<file path="config.mk">
export PLATFORM = sky130hd
export DESIGN_NAME = asian_payoff_accum
export DESIGN_NICKNAME = d
export VERILOG_FILES = /design/src/rtl/option_pkg.sv /design/src/rtl/asian_payoff.sv /design/src/rtl/asian_payoff_accum.sv
export SDC_FILE = /design/constraint.sdc
export NUM_CORES = 1
export LEC_CHECK = 0
export CORE_MARGIN = 3
export CORE_UTILIZATION = 30
export DETAILED_ROUTE_END_ITERATION = 8
export GPL_TIMING_DRIVEN = 0
export PLACE_DENSITY_LB_ADDON = 0.12
export SETUP_SLACK_MARGIN = 0.15
export SYNTH_ARGS = -nofsm -noshare
export SYNTH_HDL_FRONTEND = slang
export SYNTH_SLANG_ARGS = --single-unit
</file>
<file path="constraint.sdc">
create_clock -name clk -period 7.8 [get_ports clk]
set_clock_uncertainty 0.15 [all_clocks]
set_input_delay 1.17 -clock clk [delete_from_list [all_inputs] [get_ports clk]]
set_output_delay 1.17 -clock clk [all_outputs]
set_load 0.01 [all_outputs]
</file>
<file path="src/rtl/option_pkg.sv">
// rtl/option_pkg.sv - shared widths, state encoding and option-type constants
package option_pkg;

    localparam int PRICE_W        = 12;
    localparam int PATH_LEN       = 8;
    localparam int LOG2_PATH_LEN  = 3;
    localparam int LOG2_MAX_PATHS = 10;
    localparam int CFG_N_W        = 4;

    localparam int SUM_W = PRICE_W + LOG2_PATH_LEN;
    localparam int ACC_W = PRICE_W + LOG2_MAX_PATHS;
    localparam int CNT_W = LOG2_MAX_PATHS + 1;

    localparam logic CALL = 1'b0;
    localparam logic PUT  = 1'b1;

    typedef enum logic [1:0] {
        IDLE = 2'd0,
        RUN  = 2'd1,
        DONE = 2'd2
    } state_e;

endpackage

</file>
<file path="src/rtl/asian_payoff.sv">
// rtl/asian_payoff.sv - combinational arithmetic-average payoff of one 8-sample path
module asian_payoff
    import option_pkg::*;
(
    input  logic [SUM_W-1:0]   sum,
    input  logic [PRICE_W-1:0] strike,
    input  logic               put,
    output logic [PRICE_W-1:0] payoff
);

    logic [PRICE_W-1:0] avg;

    // Dropping the low bits divides by PATH_LEN with truncation.
    assign avg = sum[SUM_W-1:LOG2_PATH_LEN];

    always_comb begin
        payoff = '0;
        if (put == CALL) begin
            if (avg > strike) begin
                payoff = avg - strike;
            end
        end else begin
            if (strike > avg) begin
                payoff = strike - avg;
            end
        end
    end

endmodule

</file>
<file path="src/rtl/asian_payoff_accum.sv">
// rtl/asian_payoff_accum.sv - per-path Asian payoff accumulation and mean-price reporting
module asian_payoff_accum
    import option_pkg::*;
(
    input  logic                     clk,
    input  logic                     rst,
    input  logic                     cfg_load,
    input  logic [PRICE_W-1:0]       cfg_strike,
    input  logic                     cfg_put,
    input  logic [CFG_N_W-1:0]       cfg_log2_n,
    input  logic                     valid,
    input  logic [PRICE_W-1:0]       path,
    output logic                     busy,
    output logic                     done,
    output logic [PRICE_W-1:0]       price,
    output logic [ACC_W-1:0]         payoff_sum,
    output logic [CNT_W-1:0]         path_cnt,
    output logic                     err
);

    state_e                   state_q, state_d;
    logic [LOG2_PATH_LEN-1:0] idx_q, idx_d;
    logic [SUM_W-1:0]         sum_q, sum_d;
    logic [SUM_W-1:0]         fin_q, fin_d;
    logic                     fin_vld_q, fin_vld_d;
    logic [PRICE_W-1:0]       pay_q, pay_d;
    logic                     pay_vld_q, pay_vld_d;
    logic [ACC_W-1:0]         acc_q, acc_d;
    logic [CNT_W-1:0]         cnt_q, cnt_d;
    logic [CNT_W-1:0]         taken_q, taken_d;
    logic [PRICE_W-1:0]       price_q, price_d;
    logic                     done_q, done_d;
    logic                     err_q, err_d;
    logic [PRICE_W-1:0]       strike_q, strike_d;
    logic                     put_q, put_d;
    logic [CFG_N_W-1:0]       log2n_q, log2n_d;

    logic [SUM_W-1:0]         sum_next;
    logic [PRICE_W-1:0]       payoff_w;
    logic [ACC_W-1:0]         acc_new;
    logic [CNT_W-1:0]         cnt_new;
    logic [CNT_W-1:0]         target;

    assign sum_next = sum_q + SUM_W'(path);
    assign acc_new  = acc_q + ACC_W'(pay_q);
    assign cnt_new  = cnt_q + CNT_W'(1);
    assign target   = CNT_W'(1) << log2n_q;

    asian_payoff u_payoff (
        .sum    (fin_q),
        .strike (strike_q),
        .put    (put_q),
        .payoff (payoff_w)
    );

    always_comb begin
        state_d   = state_q;
        idx_d     = idx_q;
        sum_d     = sum_q;
        fin_d     = fin_q;
        fin_vld_d = 1'b0;
        pay_d     = pay_q;
        pay_vld_d = 1'b0;
        acc_d     = acc_q;
        cnt_d     = cnt_q;
        taken_d   = taken_q;
        price_d   = price_q;
        done_d    = 1'b0;
        err_d     = err_q;
        strike_d  = strike_q;
        put_d     = put_q;
        log2n_d   = log2n_q;

        if (cfg_load) begin
            strike_d = cfg_strike;
            put_d    = cfg_put;
            log2n_d  = (cfg_log2_n > CFG_N_W'(LOG2_MAX_PATHS)) ? CFG_N_W'(LOG2_MAX_PATHS) : cfg_log2_n;
            idx_d    = '0;
            sum_d    = '0;
            acc_d    = '0;
            cnt_d    = '0;
            taken_d  = '0;
            err_d    = 1'b0;
            state_d  = RUN;
        end else if (state_q == RUN) begin
            pay_d     = payoff_w;
            pay_vld_d = fin_vld_q;

            if (pay_vld_q) begin
                acc_d = acc_new;
                cnt_d = cnt_new;
                if (cnt_new == target) begin
                    price_d = PRICE_W'(acc_new >> log2n_q);
                    done_d  = 1'b1;
                    state_d = DONE;
                end
            end

            // Once every path of the run has been captured, further samples are dropped.
            if (taken_q != target) begin
                if (valid) begin
                    sum_d = sum_next;
                    idx_d = idx_q + LOG2_PATH_LEN'(1);
                    if (idx_q == LOG2_PATH_LEN'(PATH_LEN - 1)) begin
                        fin_d     = sum_next;
                        fin_vld_d = 1'b1;
                        sum_d     = '0;
                        taken_d   = taken_q + CNT_W'(1);
                    end
                end else if (idx_q != '0) begin
                    idx_d = '0;
                    sum_d = '0;
                    err_d = 1'b1;
                end
            end
        end
    end

    always_ff @(posedge clk) begin
        if (rst) begin
            state_q   <= IDLE;
            idx_q     <= '0;
            sum_q     <= '0;
            fin_q     <= '0;
            fin_vld_q <= 1'b0;
            pay_q     <= '0;
            pay_vld_q <= 1'b0;
            acc_q     <= '0;
            cnt_q     <= '0;
            taken_q   <= '0;
            price_q   <= '0;
            done_q    <= 1'b0;
            err_q     <= 1'b0;
            strike_q  <= '0;
            put_q     <= 1'b0;
            log2n_q   <= '0;
        end else begin
            state_q   <= state_d;
            idx_q     <= idx_d;
            sum_q     <= sum_d;
            fin_q     <= fin_d;
            fin_vld_q <= fin_vld_d;
            pay_q     <= pay_d;
            pay_vld_q <= pay_vld_d;
            acc_q     <= acc_d;
            cnt_q     <= cnt_d;
            taken_q   <= taken_d;
            price_q   <= price_d;
            done_q    <= done_d;
            err_q     <= err_d;
            strike_q  <= strike_d;
            put_q     <= put_d;
            log2n_q   <= log2n_d;
        end
    end

    assign busy       = (state_q == RUN);
    assign done       = done_q;
    assign price      = price_q;
    assign payoff_sum = acc_q;
    assign path_cnt   = cnt_q;
    assign err        = err_q;

endmodule

</file>
* Word-level counts from Yosys, hierarchy flattened *
Cells that the tools add are included.

storage, ports and cells
  input port bits = 33
  register bits after elaboration = 124
  logic and storage cells = 71
  output and inout port bits = 48

operators by class
  order comparisons = 3
  equal/unequal tests = 4
  $add $sub $neg = 7
  multiplexer cells = 15
  bitwise operators = 5
  reductions and logical operators = 18
  shift-type cells = 2

operators with widths
  kind                     count
  $mux W15                 3
  $mux W12                 3
  $gt A12 B12 Y1           2
  $sub A12 B12 Y12         2
  $add A11 B1 Y11 const B  2
  $add A22 B12 Y22         1
  $shr A22 B4 Y12          1
  $add A15 B12 Y15         1
  $reduce_and A4 Y1        3
  $eq A11 B11 Y1           1
  $ne A11 B11 Y1           1
  $shl A1 B4 Y11 const A   1
  $reduce_and A3 Y1        3
  $reduce_bool A2 Y1       4
  $mux W1                  6
  $mux W3                  2
  $not A1 Y1               5
  $reduce_and A5 Y1        1
  $reduce_or A5 Y1         1
  $gt A4 B4 Y1 const B     1
  $mux W4                  1
  $reduce_and A2 Y1        2
  $reduce_or A4 Y1         1
  $add A3 B1 Y3 const B    1
  other kinds (5)          5

* Longest topological paths before layout *
Gate-level depths: netlist of run 1.

  word-level depth = 6
  depth in mapped cells = 14
  mapped depth without buffers = 13

* Hierarchy *
A second synthesis of run 1 with hierarchy kept.

unflattened totals
  cell total of the unflattened synthesis = 1,180
  area, all modules = 9,311.4 µm²

by module, submodules not included
  module              cells each  area each (µm²)  sequential area each (µm²)  instances
  asian_payoff_accum  991         7,892.6          2,482.4                     1
  asian_payoff        189         1,418.9          0.0                         1

* Least setup slack after synthesis of run 1 *
OpenSTA, ideal clock, no wires.

  path type = input to register
  start = input path[0]
  end = register fin_q[14]
  cell stages on the path = 10
  data required time = 7.564 ns
  setup slack = 4.428 ns
  data arrival time = 3.137 ns
  buffers on the path = 0
  library setup time = 0.086 ns
  cells stage by stage = ha_1 fa_1 a21o_1 a21oi_1 nor2b_1 o211ai_1 a31oi_1 and3_1 xnor2_1 a211oi_1

between the ends
  longest elaborated chain between the ends = 1

RTL lines
  element                 RTL line                   RTL
  start: declaration      asian_payoff_accum.sv:12   input logic [PRICE_W-1:0] path,
  $add A15 B12 Y15        asian_payoff_accum.sv:44   assign sum_next = sum_q + SUM_W'(path);
  end signal: assignment  asian_payoff_accum.sv:141  fin_q <= fin_d;
  end: declaration        asian_payoff_accum.sv:24   logic [SUM_W-1:0] fin_q, fin_d;

No other way between the ends.
A chain may end at the register's enable or synchronous reset.

* Final worst setup path of run 1 *
  start = register acc_q[0], in the netlist payoff_sum[0]
  end = register price_q[4], in the netlist price[4]

between the ends
  longest elaborated chain between the ends = 2

RTL lines
  element                   RTL line                   RTL
  start: declaration        asian_payoff_accum.sv:28   logic [ACC_W-1:0] acc_q, acc_d;
  start signal: assignment  asian_payoff_accum.sv:128  acc_q <= '0;
  start signal: assignment  asian_payoff_accum.sv:145  acc_q <= acc_d;
  $add A22 B12 Y22          asian_payoff_accum.sv:45   assign acc_new = acc_q + ACC_W'(pay_q);
  $shr A22 B4 Y12           asian_payoff_accum.sv:93   price_d = PRICE_W'(acc_new >> log2n_q);
  end signal: assignment    asian_payoff_accum.sv:148  price_q <= price_d;
  end: declaration          asian_payoff_accum.sv:31   logic [PRICE_W-1:0] price_q, price_d;

No other way between the ends.

==> flow_metrics.tcl, run 1 <==
set metrics [dict create \
    ir_drop_mv 0.1342 \
    die_w_um 179.0 \
    cts-resized-gates 0 \
    period_share 0.5235 \
    yosysSeqAreaShare 0.2699 \
    layout_min_cycle_time_ns 4.084 \
    drc 0 \
    portBuffers 78 \
    combPwrFrac 0.144 \
    cpPeakStageDelay_ns 0.65 \
    slowest_stage "o21ai_0" \
    worstSetupStartpointType "register" \
    synth.net_count 1237 \
    grt_pass1_wl_um 47040 \
    yosysWarningCount 0 \
    setup_tns_ns 0 \
    gp_congestion 0.9076 \
    maxCapViolations 0 \
    hold_buffers 0 \
    ys.flop_type "dfxtp_1" \
    antenna_left 0 \
    power_switching_uw 494.3 \
    slew_headroom 0.4319 \
    grt-ovfl-total 0 \
    hpwl_um 22880 \
    area_growth_syn_to_layout_pct 20.85 \
    clk_latency_ns 0.43 \
    regArea_mm2 0.002422 \
    wirelength_um 29750 \
    crit_start "payoff_sum[0]$_SDFFE_PP0P_" \
    worstPathCellList "ha_1, inv_1, fa_1, nor2b_1, o21ai_2, a21oi_1, nor2_1, xnor2_1, o21ai_0, o221ai_2, a222oi_1, a211oi_1" \
    finalHoldViolCount 0 \
    power_frac_clock 0.489 \
    yosysUniqueCellTypes 96 \
    grt_pass1_vias 8223 \
    power.total_uw 1732 \
    clock-sinks 121 \
    numCtsBuffers 17 \
    fp.dieH_um 179.0 \
    htree_levels 4 \
    vias_per_cell 5.297 \
    clk_pin_slew_ns 0.06 \
    start_util 0.3086 \
    hold_start "state_q[0]$_SDFFE_PP0P_" \
    n_antenna_cell 0 \
    swShare 0.2854 \
    layout-drive-gt1-share 0.07637 \
    cts_max_path_buffers 2 \
    first_pass_iters 5 \
    final_util 0.3729 \
    rsz0062_at_grt "false" \
    final_cell_mix "dfxtp_1, nand2_1, nor2_1" \
    core_mm2 0.02909 \
    postCtsSetupBuffers 0 \
    postSynthCellCount 1147 \
    layout_commonest_cell "dfxtp_1" \
    multi_input_area_mm2 0.006035 \
    crit_type "register to register" \
    fillers 3091 \
    tightest_slew_ns 0.8521 \
    drt_first_iter_violations 649 \
    synth_edf_count 0 \
    tritoncts "yes" \
    status "finished, final reports clean" \
    grt_max_degree 17 \
    ys_ff_latch 121 \
    antenna_found_initial 0 \
    dr_total_vias 8693 \
    num_io_pins 81 \
    p_leak_uw 0.004024 \
    cp.arrival_ns 4.21 \
    cts_root_buffer "clkbuf_16" \
    p_int_uw 1237 \
    required_ns 7.93 \
    wl_per_cell_um 18.13 \
    nets 1334 \
    async_flop_share 0 \
    synth_area_per_cell_um2 7.826 \
    rr_startpoint "payoff_sum[0]$_SDFFE_PP0P_" \
    max_freq_ghz 0.2449 \
    seq_power_share 0.367 \
    track_usage 0.1889 \
    cp_max_fo 7 \
    power_density_mw_per_mm2 159.6 \
    setup_viol 0 \
    synthesis.area_mm2 0.008976 \
    finalMaxSlewViolations 0 \
    dieArea_mm2 0.03203 \
    rows 62 \
    end_kind "register" \
    hold_path.class "register to register" \
]
-- state kept, by name, indices dropped and copies added (netlist names) --
signal      count
fin_vld_q       1
taken_q        11
pay_vld_q       1
fin_q          12
payoff_sum     22
idx_q           3
sum_q          15
price          12
err             1
log2n_q         4
put_q           1
pay_q          12
done            1
path_cnt       11
strike_q       12
state_q         2
-- power groups by stage --
stage	Combinational, uW	Clock (uW)	Sequential, uW
after global routing	276	899	635
after global placement	250	0	648
final	250	847	635
after CTS	250	873	635
after detailed placement	248	0	649
after floorplan	169	0	645
-- per-stage QoR --
| step | area (um^2) | hold WS [ns] | setup slack, ns | cells |
|---|---|---|---|---|
| final | 10850 | 0.3027 | 3.716 | 1641 |
| after floorplan | 8976 | 0.2775 | 4.428 | 1147 |
| after global placement | 10240 | 0.2864 | 3.717 | 1609 |
| after CTS | 10850 | 0.3046 | 3.704 | 1641 |
| after detailed placement | 10240 | 0.2905 | 3.715 | 1609 |
| after global routing | 10850 | 0.3335 | 3.468 | 1641 |
-- synthesized netlist by cell type (all sizes together), types with 13 or more instances --
master / instances / area [um^2]
a21oi: 87 / 439.2
and2: 13 / 81.33
nand2b: 18 / 120.1
dfxtp: 121 / 2422
a21o: 19 / 142.6
nor2: 114 / 430.4
nand2: 114 / 427.9
mux2i: 30 / 300.3
xnor2: 40 / 350.3
ha: 53 / 663.1
nor2b: 15 / 93.84
a211oi: 15 / 117.6
or3: 14 / 87.58
nand3: 30 / 150.1
o211ai: 17 / 132.6
buf: 21 / 105.1
clkbuf: 48 / 181.4
nor3: 28 / 150.1
inv: 60 / 225.2
o221ai: 16 / 146.4
o21ai: 51 / 266.5
xor2: 22 / 192.7
-- cells by family (layout without fill, tap and decap cells) --
kind of cell | Yosys count | after routing | share of synthesized area
AO/OA/AOI/OAI | 327 | 327 | 0.2550
adder cells (fa/ha/maj) | 57 | 57 | 0.08280
XOR/XNOR | 62 | 62 | 0.06050
flip-flops | 121 | 121 | 0.2699
multiplexers | 40 | 40 | 0.05144
buffers and inverters | 131 | 241 | 0.05785
AND/OR/NAND/NOR | 409 | 409 | 0.2226
-- layer usage --
metal,vias up,track usage,part of all wire
li1,4368,-,-
met1,4103,0.2606,0.47
met2,194,0.3088,0.47
met3,28,0.02711,0.038
met4,0,0.04968,0.017
met5,-,0,0
-- final cells by class --
cell class / instances / area share
multi-input cells: 895 / 0.5563
flip-flops and latches: 121 / 0.2233
repair buffers: 78 / 0.07197
well taps: 384 / 0.04429
clock buffers: 19 / 0.04083
plain buffers: 69 / 0.02641
inverters: 62 / 0.02145
clock inverters: 13 / 0.01546
-- final timing paths --
kind | end | slack [ns] | depth (start not counted)
setup / recovery | price[4]$_SDFFE_PP0P_ | 3.72 | 12
hold / removal | state_q[0]$_SDFFE_PP0P_ | 0.30 | 1
setup reg to reg | price[4]$_SDFFE_PP0P_ | 3.72 | 12
hold reg to reg | state_q[0]$_SDFFE_PP0P_ | 0.30 | 1
-- worst max-delay path, delay by kind of cell (launching register included) --
kind	cells	cell delay (ns)
buffers and inverters	1	0.06
AOI/OAI and AO/OA	6	2.04
adders and majority gates	2	0.60
and+or+nand+nor	2	0.50
xor gates and xnor gates	1	0.17
DFF	1	0.40
(Power assumes the default switching activity.)
==> run 2, diff against run 1 <==
- clock period: 7.8 -> 3.78 ns (I/O delays scaled with it)
==> run 2 against run 1 <==
Clock power up 110%. Maximum frequency rose by 18%. Final cell count grew 0.12%. Critical path depth is 1 lower.
==> flow_metrics.tcl, run 2 (synthesis gave the netlist of run 1 again) <==
set metrics [dict create \
    status "finished, final reports clean" \
    power_frac_clock 0.488 \
    grt_max_degree 17 \
    seq_power_share 0.366 \
    cts_max_path_buffers 2 \
    antenna_found_initial 0 \
    hold_buffers 0 \
    layout-drive-gt1-share 0.08658 \
    clock-sinks 121 \
    power_switching_uw 1021 \
    layout_commonest_cell "dfxtp_1" \
    start_util 0.3086 \
    crit_type "register to register" \
    area_growth_syn_to_layout_pct 21.68 \
    end_kind "register" \
    power_density_mw_per_mm2 327.5 \
    rows 62 \
    hold_path.class "register to register" \
    grt_pass1_wl_um 47110 \
    place_ws_ns -0.3046 \
    hold_slack_ns 0.3105 \
    layout_min_cycle_time_ns 3.449 \
    drt_first_iter_violations 603 \
    die_w_um 179.0 \
    maxCapViolations 0 \
    dp_cells 1609 \
    largest_reg_flops 22 \
    tritoncts "yes" \
    dieArea_mm2 0.03203 \
    finalHoldViolCount 0 \
    cpPeakStageDelay_ns 0.58 \
    clk_latency_ns 0.43 \
    clk_pin_slew_ns 0.06 \
    worst-path-buf-inv 1 \
    gp_congestion 0.9076 \
    n_antenna_cell 0 \
    p_int_uw 2555 \
    final_area_mm2 0.01092 \
    max_freq_ghz 0.2899 \
    cp_top_family "compound AO/OA/AOI/OAI gates" \
    portBuffers 78 \
    setup_viol 0 \
    cp_max_fo 8 \
    track_usage 0.1891 \
    first_pass_iters 5 \
    slowest_stage "a2111oi_0" \
    slew_headroom 0.4333 \
    final_cell_mix "dfxtp_1, nand2_1, nor2_1" \
    drc 0 \
    required_ns 3.92 \
    crit_top_cell "a21oi_1" \
    nets 1336 \
    vias_per_cell 5.265 \
    p_leak_uw 0.004060 \
    cp.arrival_ns 3.59 \
    htree_levels 4 \
    dr_total_vias 8650 \
    antenna_left 0 \
    fillers 3082 \
    rsz0062_at_grt "true" \
    tightest_slew_ns 0.8501 \
    combPwrFrac 0.145 \
    timing.final.ws_setup_ns 0.3305 \
    wirelength_um 29780 \
    finalMaxSlewViolations 0 \
    grt-ovfl-total 0 \
    ir_drop_mv 0.2796 \
    worstPathCellList "ha_1, buf_2, a21o_1, nor3_2, a21oi_4, nor2_1, mux2_2, a21oi_1, a21oi_1, a2111oi_0, a21oi_1" \
    placed_cell_area_mm2 0.01024 \
    hpwl_um 22880 \
    num_io_pins 81 \
    worstSetupStartpointType "register" \
    swShare 0.2856 \
    layout.cells.non_filler 1643 \
    power.total_uw 3576 \
    grt_pass1_vias 8248 \
    fp.dieH_um 179.0 \
    core_mm2 0.02909 \
    period_share 0.9126 \
    cts_root_buffer "clkbuf_16" \
    numCtsBuffers 17 \
    wl_per_cell_um 18.12 \
]
-- run 2: changes by cell type in the layout (fill, tap and decap cells not counted), moves of 2 or more --
| cell | change |
|---|---|
| buf_4 | +2 |
| clkbuf_1 | -3 |
| clkbuf_2 | +3 |
| nor3_1 | -2 |
| o21ai_0 | -3 |
| o21ai_1 | +2 |
-- run 2: per-stage QoR --
stage,util,setup TNS [ns]
2_1_floorplan,-,0
3_3_place_gp,0.3519,-1.129
3_5_place_dp,0.3519,-1.160
4_1_cts,0.3741,0
5_1_grt,0.3754,0
6_report,0.3754,0
-- run 2: cell type report --
cell class                 instances  area (um^2)  share of cell area
tap                              384        480.5             0.04399
clock inverter                    13        167.7             0.01535
buffer                            69        290.3             0.02658
clock buffer                      19        442.9             0.04055
timing repair buffer              80        795.8             0.07286
inverter                          62        232.7             0.02131
multi-input combinational        895         6088              0.5575
sequential                       121         2424              0.2219
-- run 2: power groups by stage --
stage | logic [uW] | registers, uW | clock network [uW]
6_report | 520 | 1310 | 1750
5_1_grt | 573 | 1310 | 1860
4_1_cts | 516 | 1310 | 1800
3_5_place_dp | 512 | 1340 | 0
3_3_place_gp | 515 | 1340 | 0
2_1_floorplan | 349 | 1330 | 0
-- run 2: path summary, 6_finish.rpt --
kind | from | to | slack (ns) | cells after the start
worst max-delay path | payoff_sum[7]$_SDFFE_PP0P_ | price[10]$_SDFFE_PP0P_ | 0.33 | 11
worst min-delay path | state_q[0]$_SDFFE_PP0P_ | state_q[0]$_SDFFE_PP0P_ | 0.31 | 1
worst max register to register | payoff_sum[7]$_SDFFE_PP0P_ | price[10]$_SDFFE_PP0P_ | 0.33 | 11
worst min register to register | state_q[0]$_SDFFE_PP0P_ | state_q[0]$_SDFFE_PP0P_ | 0.31 | 1
-- run 2: layer usage --
| metal | global-route usage | share of wire | vias up | wire length (um) |
|---|---|---|---|---|
| met2 | 0.3091 | 0.47 | 196 | 13950 |
| met3 | 0.02711 | 0.041 | 30 | 1213 |
| met1 | 0.2606 | 0.47 | 4055 | 14110 |
| li1 | - | - | 4369 | - |
| met5 | 0 | 0 | - | 0 |
| met4 | 0.05065 | 0.017 | 0 | 507 |
-- run 2: what timing repair did --
item                       in CTS  in global routing
gates resized for setup         8                 13
setup buffers                   2                  0
gates cloned                    0                  0
setup endpoints to repair      10                 25
hold endpoints to repair        0                  0
pin swaps                       2                  0
